$ cat src/rtl/mips_isa_pkg.sv
// -----------------------------------------------------------------------------
// mips_isa_pkg
// Shared MIPS ISA constants: primary opcodes and R-type function codes (also
// used by the control decoder), the mnemonic-level request opcode enum, and
// the encoder FSM state type.
// -----------------------------------------------------------------------------
package mips_isa_pkg;

  // Mnemonic-level request opcodes; values 10..15 are illegal.
  typedef enum logic [3:0] {
    OP_ADD  = 4'd0,
    OP_SUB  = 4'd1,
    OP_AND  = 4'd2,
    OP_OR   = 4'd3,
    OP_SLT  = 4'd4,
    OP_LW   = 4'd5,
    OP_SW   = 4'd6,
    OP_BEQ  = 4'd7,
    OP_J    = 4'd8,
    OP_ADDI = 4'd9
  } req_op_e;

  // Primary opcode field, instr[31:26].
  localparam logic [5:0] OPC_RTYPE = 6'h00;
  localparam logic [5:0] OPC_J     = 6'h02;
  localparam logic [5:0] OPC_BEQ   = 6'h04;
  localparam logic [5:0] OPC_ADDI  = 6'h08;
  localparam logic [5:0] OPC_LW    = 6'h23;
  localparam logic [5:0] OPC_SW    = 6'h2B;

  // R-type function field, instr[5:0].
  localparam logic [5:0] FN_ADD = 6'h20;
  localparam logic [5:0] FN_SUB = 6'h22;
  localparam logic [5:0] FN_AND = 6'h24;
  localparam logic [5:0] FN_OR  = 6'h25;
  localparam logic [5:0] FN_SLT = 6'h2A;

  typedef enum logic [1:0] {
    ST_IDLE  = 2'd0,
    ST_RUN   = 2'd1,
    ST_DRAIN = 2'd2,
    ST_DONE  = 2'd3
  } enc_state_e;

endpackage : mips_isa_pkg

$ cat src/rtl/mips_instr_pack.sv
// -----------------------------------------------------------------------------
// mips_instr_pack
// Purely combinational packer: mnemonic-level fields -> 32-bit MIPS word.
// Ports:
//   i_op      [3:0]   request opcode (req_op_e encoding)
//   i_rs      [4:0]   source register
//   i_rt      [4:0]   target register
//   i_rd      [4:0]   destination register (R-type only)
//   i_imm     [25:0]  imm[15:0] for I-type, imm[25:0] for J
//   o_word    [31:0]  encoded instruction (0 when illegal)
//   o_illegal         opcode outside the supported set
// -----------------------------------------------------------------------------
module mips_instr_pack
  import mips_isa_pkg::*;
(
  input  logic [3:0]  i_op,
  input  logic [4:0]  i_rs,
  input  logic [4:0]  i_rt,
  input  logic [4:0]  i_rd,
  input  logic [25:0] i_imm,
  output logic [31:0] o_word,
  output logic        o_illegal
);

  always_comb begin
    // NOTE: every output gets a default before the case so no path leaves it
    // unassigned; otherwise synthesis infers a latch.
    o_word    = '0;
    o_illegal = 1'b0;
    case (i_op)
      OP_ADD:  o_word = {OPC_RTYPE, i_rs, i_rt, i_rd, 5'd0, FN_ADD};
      OP_SUB:  o_word = {OPC_RTYPE, i_rs, i_rt, i_rd, 5'd0, FN_SUB};
      OP_AND:  o_word = {OPC_RTYPE, i_rs, i_rt, i_rd, 5'd0, FN_AND};
      OP_OR:   o_word = {OPC_RTYPE, i_rs, i_rt, i_rd, 5'd0, FN_OR};
      OP_SLT:  o_word = {OPC_RTYPE, i_rs, i_rt, i_rd, 5'd0, FN_SLT};
      OP_LW:   o_word = {OPC_LW,   i_rs, i_rt, i_imm[15:0]};
      OP_SW:   o_word = {OPC_SW,   i_rs, i_rt, i_imm[15:0]};
      OP_BEQ:  o_word = {OPC_BEQ,  i_rs, i_rt, i_imm[15:0]};
      OP_ADDI: o_word = {OPC_ADDI, i_rs, i_rt, i_imm[15:0]};
      OP_J:    o_word = {OPC_J,    i_imm};
      default: o_illegal = 1'b1;
    endcase
  end

endmodule : mips_instr_pack

$ cat src/rtl/mips_instr_encoder.sv
// -----------------------------------------------------------------------------
// mips_instr_encoder
// Accepts mnemonic-level instruction requests on a valid/ready stream, packs
// each into a MIPS word and writes it to instruction memory at consecutive
// word addresses starting at BASE_ADDR. Requires
// BASE_ADDR + 4*DEPTH_WORDS <= 2**ADDR_W.
// Ports:
//   clk, rst_n                      clock, async active-low reset
//   prog_start / prog_end           open a program / stop taking requests
//   req_valid, req_ready            request handshake
//   req_op, req_rs, req_rt,
//   req_rd, req_imm                 request fields
//   imem_we, imem_ready             write strobe / memory accept
//   imem_addr, imem_wdata           byte address and encoded word
//   word_count                      words written since prog_start
//   busy, done, err_illegal         status (done is a 1-cycle pulse)
// -----------------------------------------------------------------------------
module mips_instr_encoder
  import mips_isa_pkg::*;
#(
  parameter int                ADDR_W      = 8,
  parameter logic [ADDR_W-1:0] BASE_ADDR   = '0,
  parameter int                DEPTH_WORDS = 64
) (
  input  logic              clk,
  input  logic              rst_n,
  input  logic              prog_start,
  input  logic              prog_end,
  input  logic              req_valid,
  output logic              req_ready,
  input  logic [3:0]        req_op,
  input  logic [4:0]        req_rs,
  input  logic [4:0]        req_rt,
  input  logic [4:0]        req_rd,
  input  logic [25:0]       req_imm,
  output logic              imem_we,
  input  logic              imem_ready,
  output logic [ADDR_W-1:0] imem_addr,
  output logic [31:0]       imem_wdata,
  output logic [ADDR_W-1:0] word_count,
  output logic              busy,
  output logic              done,
  output logic              err_illegal
);

  enc_state_e        r_state;
  enc_state_e        w_state_next;
  logic              r_we;
  logic [ADDR_W-1:0] r_addr;
  logic [31:0]       r_wdata;
  logic [ADDR_W-1:0] r_count;
  logic              r_err;

  logic [31:0]       w_word;
  logic              w_illegal;
  logic [ADDR_W:0]   w_inflight;
  logic              w_full;
  logic              w_run;
  logic              w_accept;
  logic              w_complete;

  mips_instr_pack u_pack (
    .i_op      (req_op),
    .i_rs      (req_rs),
    .i_rt      (req_rt),
    .i_rd      (req_rd),
    .i_imm     (req_imm),
    .o_word    (w_word),
    .o_illegal (w_illegal)
  );

  // Completed writes plus the one held in the output register. Counting the
  // pending word keeps an accept-and-complete cycle from overrunning the window.
  assign w_inflight = {1'b0, r_count} + {{ADDR_W{1'b0}}, r_we};
  assign w_full     = (w_inflight >= (ADDR_W+1)'(DEPTH_WORDS));
  assign w_run      = (r_state == ST_RUN);
  assign req_ready  = w_run && !w_full && (!r_we || imem_ready);
  assign w_accept   = req_valid && req_ready;
  assign w_complete = r_we && imem_ready;

  always_ff @(posedge clk or negedge rst_n) begin
    // NOTE: sequential state uses non-blocking assignments so every register
    // samples pre-edge values regardless of statement order.
    if (!rst_n) r_state <= ST_IDLE;
    else        r_state <= w_state_next;
  end

  always_comb begin
    w_state_next = r_state;
    case (r_state)
      ST_IDLE:  if (prog_start) w_state_next = ST_RUN;
      ST_RUN:   if (prog_end)   w_state_next = ST_DRAIN;
      ST_DRAIN: if (!r_we)      w_state_next = ST_DONE;
      ST_DONE:                  w_state_next = ST_IDLE;
      default:                  w_state_next = ST_IDLE;
    endcase
  end

  // Output register, address/count and sticky error. Later assignments win:
  // a completion clears the strobe, a same-cycle legal accept re-arms it with
  // the next word at the already-incremented address (no bubble).
  always_ff @(posedge clk or negedge rst_n) begin
    if (!rst_n) begin
      r_we    <= 1'b0;
      r_addr  <= BASE_ADDR;
      r_wdata <= '0;
      r_count <= '0;
      r_err   <= 1'b0;
    end else begin
      if (r_state == ST_IDLE && prog_start) begin
        r_addr  <= BASE_ADDR;
        r_count <= '0;
        r_err   <= 1'b0;
      end
      if (w_complete) begin
        r_we    <= 1'b0;
        r_addr  <= r_addr + ADDR_W'(4);
        r_count <= r_count + ADDR_W'(1);
      end
      if (w_accept) begin
        if (w_illegal) begin
          r_err <= 1'b1;
        end else begin
          r_we    <= 1'b1;
          r_wdata <= w_word;
        end
      end
      // A request pushed against a full window is an overflow.
      if (w_run && req_valid && w_full) r_err <= 1'b1;
    end
  end

  assign imem_we     = r_we;
  assign imem_addr   = r_addr;
  assign imem_wdata  = r_wdata;
  assign word_count  = r_count;
  assign err_illegal = r_err;
  assign busy        = (r_state != ST_IDLE);
  assign done        = (r_state == ST_DONE);

endmodule : mips_instr_encoder

$ cat config.mk
export PLATFORM = sky130hd
export DESIGN_NAME = mips_instr_encoder
export DESIGN_NICKNAME = d
export VERILOG_FILES = /design/src/rtl/mips_isa_pkg.sv /design/src/rtl/mips_instr_pack.sv /design/src/rtl/mips_instr_encoder.sv
export SDC_FILE = /design/constraint.sdc
export NUM_CORES = 1
export LEC_CHECK = 0
export CAP_MARGIN = 20
export CORE_UTILIZATION = 40
export CTS_BUF_LIST = sky130_fd_sc_hd__clkbuf_16
export DETAILED_ROUTE_END_ITERATION = 8
export PLACE_DENSITY = 0.8
export SYNTH_ARGS = -nofsm -noshare
export SYNTH_HDL_FRONTEND = slang
export SYNTH_SLANG_ARGS = --single-unit
$ cat constraint.sdc
create_clock -name clk -period 3.29 [get_ports clk]
set_input_delay 0.8225 -clock clk [delete_from_list [all_inputs] [get_ports clk]]
set_output_delay 0.8225 -clock clk [all_outputs]
set_load 0.1 [all_outputs]
==> impl_metrics.toml <==
[die]
io_pins = 104
die_w_um = 86.0
die_h_um = 86.0
core_area_um2 = 6790
row_count = 30
die_area_um2 = 7390
start_util_pct = 41.5

[clock_tree]
post_cts_buffers = 0
cts-buffers-inserted = 5
postCtsHoldBufs = 0
clk_pin_slew_ns = 0.07
clock-root-buffer = "clkbuf_16"
clk_latency_ns = 0.29
cts_max_level = 2
tritoncts = "built"
cts_resized = 0
clkSinkCount = 48
clock_path_buffers = 2

[timing]
setup_viol = 0
finalHoldViolCount = 0
worst_pin_slew_ns = 0.782
maxSlewHeadroom_pct = 47.5
slew_viol_final = 0
max_freq_ghz = 0.347
min_period_over_period_pct = 87.7
tns_ns = 0
skew_ns = 0.00507
rsz0062_at_grt = "false"
fin_crit_ns = 2.88

[place]
dp_hpwl_um = 4890
port_buffers = 100
gp_congestion = 0.789

[final_layout]
final_nets = 426
drive_gt1_share_pct = 27.0
area_growth_pct = 40.8
postLayoutCoreUtil_pct = 58.5
n_antenna_cell = 0

[logic_synthesis]
synth-edff-count = 0
synth_xor_area_share_pct = 1.24
synthArstFlopShare_pct = 100
yosys-top-cells-count = "48 x dfrtp_1, 30 x nand2_1, 23 x mux2_4"
synth.yosys.seq_area_share_pct = 42.6
synth_warnings = 0
yosys.area_share.simple_pct = 13.0
avgSynthCellArea_um2 = 10.6
synthesis.area_um2 = 2820
synthAdderAreaFrac_pct = 4.43
synth-main-ff-cell = "dfrtp_1"
synth_compound_area_share_pct = 16.2
yosysMostFrequentCell = "dfrtp_1"
synth_top_area_share_pct = 42.6
ys_types = 42
ys_ff_latch = 48
muxShareOfSynthArea_pct = 16.6
synth_top_family_by_area = "multiplexers"
netlist.top_cell.by_area = "dfrtp_1"
ys_top_cells_by_area = "dfrtp_1 43%, mux2_4 12%, ha_1 4.4%"
synthCells = 267

[detailed_routing]
dr.pass1.iters = 4
vias_per_cell = 5.11
drt-wirelength-per-cell_um = 14.8
drc_errors = 0
wirelength_um = 6820
drt_iter0_drc = 89
ant_nets = 0
via_count = 2361

[pwr]
ir_worst_vdd_mv = 0.612
power_density_nw_per_um2 = 1070
p_total_mw = 4.27
p_leak_nw = 1.93

[worst_setup_path]
critPathKind = "reg -> out"
endpoint_kind = "primary output"
required_ns = 2.47
path_max_fanout = 9
arrival_ns = 2.06
startpoint_type = "flip-flop"

[grt]
grt_max_degree = 32
grt_pass1_vias = 2354
grt_usage_pct = 18.8
grt_pass1_wl_um = 11100
overflow = 0
antenna_found_initial = 0

[run]
maxCapViolCount = 0

[min_path]
min_path_type = "reg -> reg"

[outcome]
status = "finished, final reports clean"
[path summary, 6_finish.rpt]
kind / depth (start not counted) / endpoint / slack [ns] / from
worst max-delay path: 6 / req_ready / 0.41 / word_count[0]
worst min-delay path: 1 / err_illegal / 0.50 / err_illegal
worst max register to register: 6 / imem_wdata[19] / 1.01 / word_count[0]
worst min register to register: 1 / err_illegal / 0.50 / err_illegal
max in group asynchronous: 2 / imem_wdata[25] / 1.98 / rst_n
min in group asynchronous: 1 / word_count[3] / 0.59 / rst_n
[critical path: stages (launching register included)]
cell     delay, ns
dfrtp_2       0.47
ha_1          0.21
ha_1          0.19
a21oi_1       0.31
nor2_1        0.17
nor3_4        0.22
buf_12        0.20
[cell families after synthesis]
logic type | count (synthesis)
buffers and inverters | 30
muxes | 35
xor gates and xnor gates | 4
other | 1
adders and majority gates | 10
DFF | 48
and+or+nand+nor | 71
AOI/OAI and AO/OA | 68
[routing by layer]
metal  up-vias  track usage [%]  share of wire (%)
li1       1145                -                  -
met1      1134             24.5                 44
met2        80             32.7                 50
met3         2             4.04                6.0
met4         0             3.18               0.25
met5         -                0                  0
[layout by cell type, fill, tap and decap left out, drive strengths merged]
| cell | n |
|---|---|
| and2 | 2 |
| nand2 | 30 |
| a22o | 12 |
| o221ai | 1 |
| o22ai | 8 |
| o21ai | 22 |
| buf | 58 |
| clkinv | 1 |
| nor2b | 7 |
| or2 | 1 |
| clkinvlp | 1 |
| nand4 | 2 |
| a22oi | 7 |
| nand2b | 6 |
| nor2 | 8 |
| nor3 | 3 |
| nand3 | 6 |
| xor2 | 3 |
| dfrtp | 48 |
| o21a | 1 |
| a21oi | 6 |
| a2bb2oi | 2 |
| a31oi | 6 |
| clkbuf | 5 |
| and4 | 2 |
| bufinv | 1 |
| mux2 | 25 |
| nor3b | 1 |
| inv | 12 |
| and3 | 2 |
| clkdlybuf4s50 | 49 |
| mux2i | 10 |
| o41ai | 1 |
| xnor2 | 1 |
| ha | 10 |
| conb | 3 |
| a32o | 1 |
| a21o | 1 |
| nor4b | 1 |
[where the power goes]
group          internal, mW  switching, mW
registers             0.803          0.161
clock network         0.357          0.221
logic                 0.698           2.03
total                  1.86           2.41
[final cells by class]
class / instances / area, µm²
Clock buffer: 5 / 125
Clock inverter: 3 / 42.5
Fill cell: 579 / 2820
Inverter: 12 / 45.0
Multi-Input combinational cell: 191 / 1480
Sequential cell: 48 / 1200
Tap cell: 96 / 120
Timing Repair Buffer: 107 / 956
[per-stage QoR]
step                worst slack [ns]  instance area [µm²]  hold WS, ns  instances
global placement               0.537                 3780        0.488        453
detailed placement             0.491                 3780        0.493        453
finish                         0.405                 3970        0.500        462
CTS                            0.407                 3950        0.508        461
global route                   0.314                 3970        0.521        462
floorplan                     0.0549                 2840        0.527        269
[state kept, by name, summed over array words and instances, names as in the netlist]
signal       flops
r_state          2
word_count       8
err_illegal      1
imem_addr        6
imem_we          1
imem_wdata      30
Power figures use the tool's default switching activity.
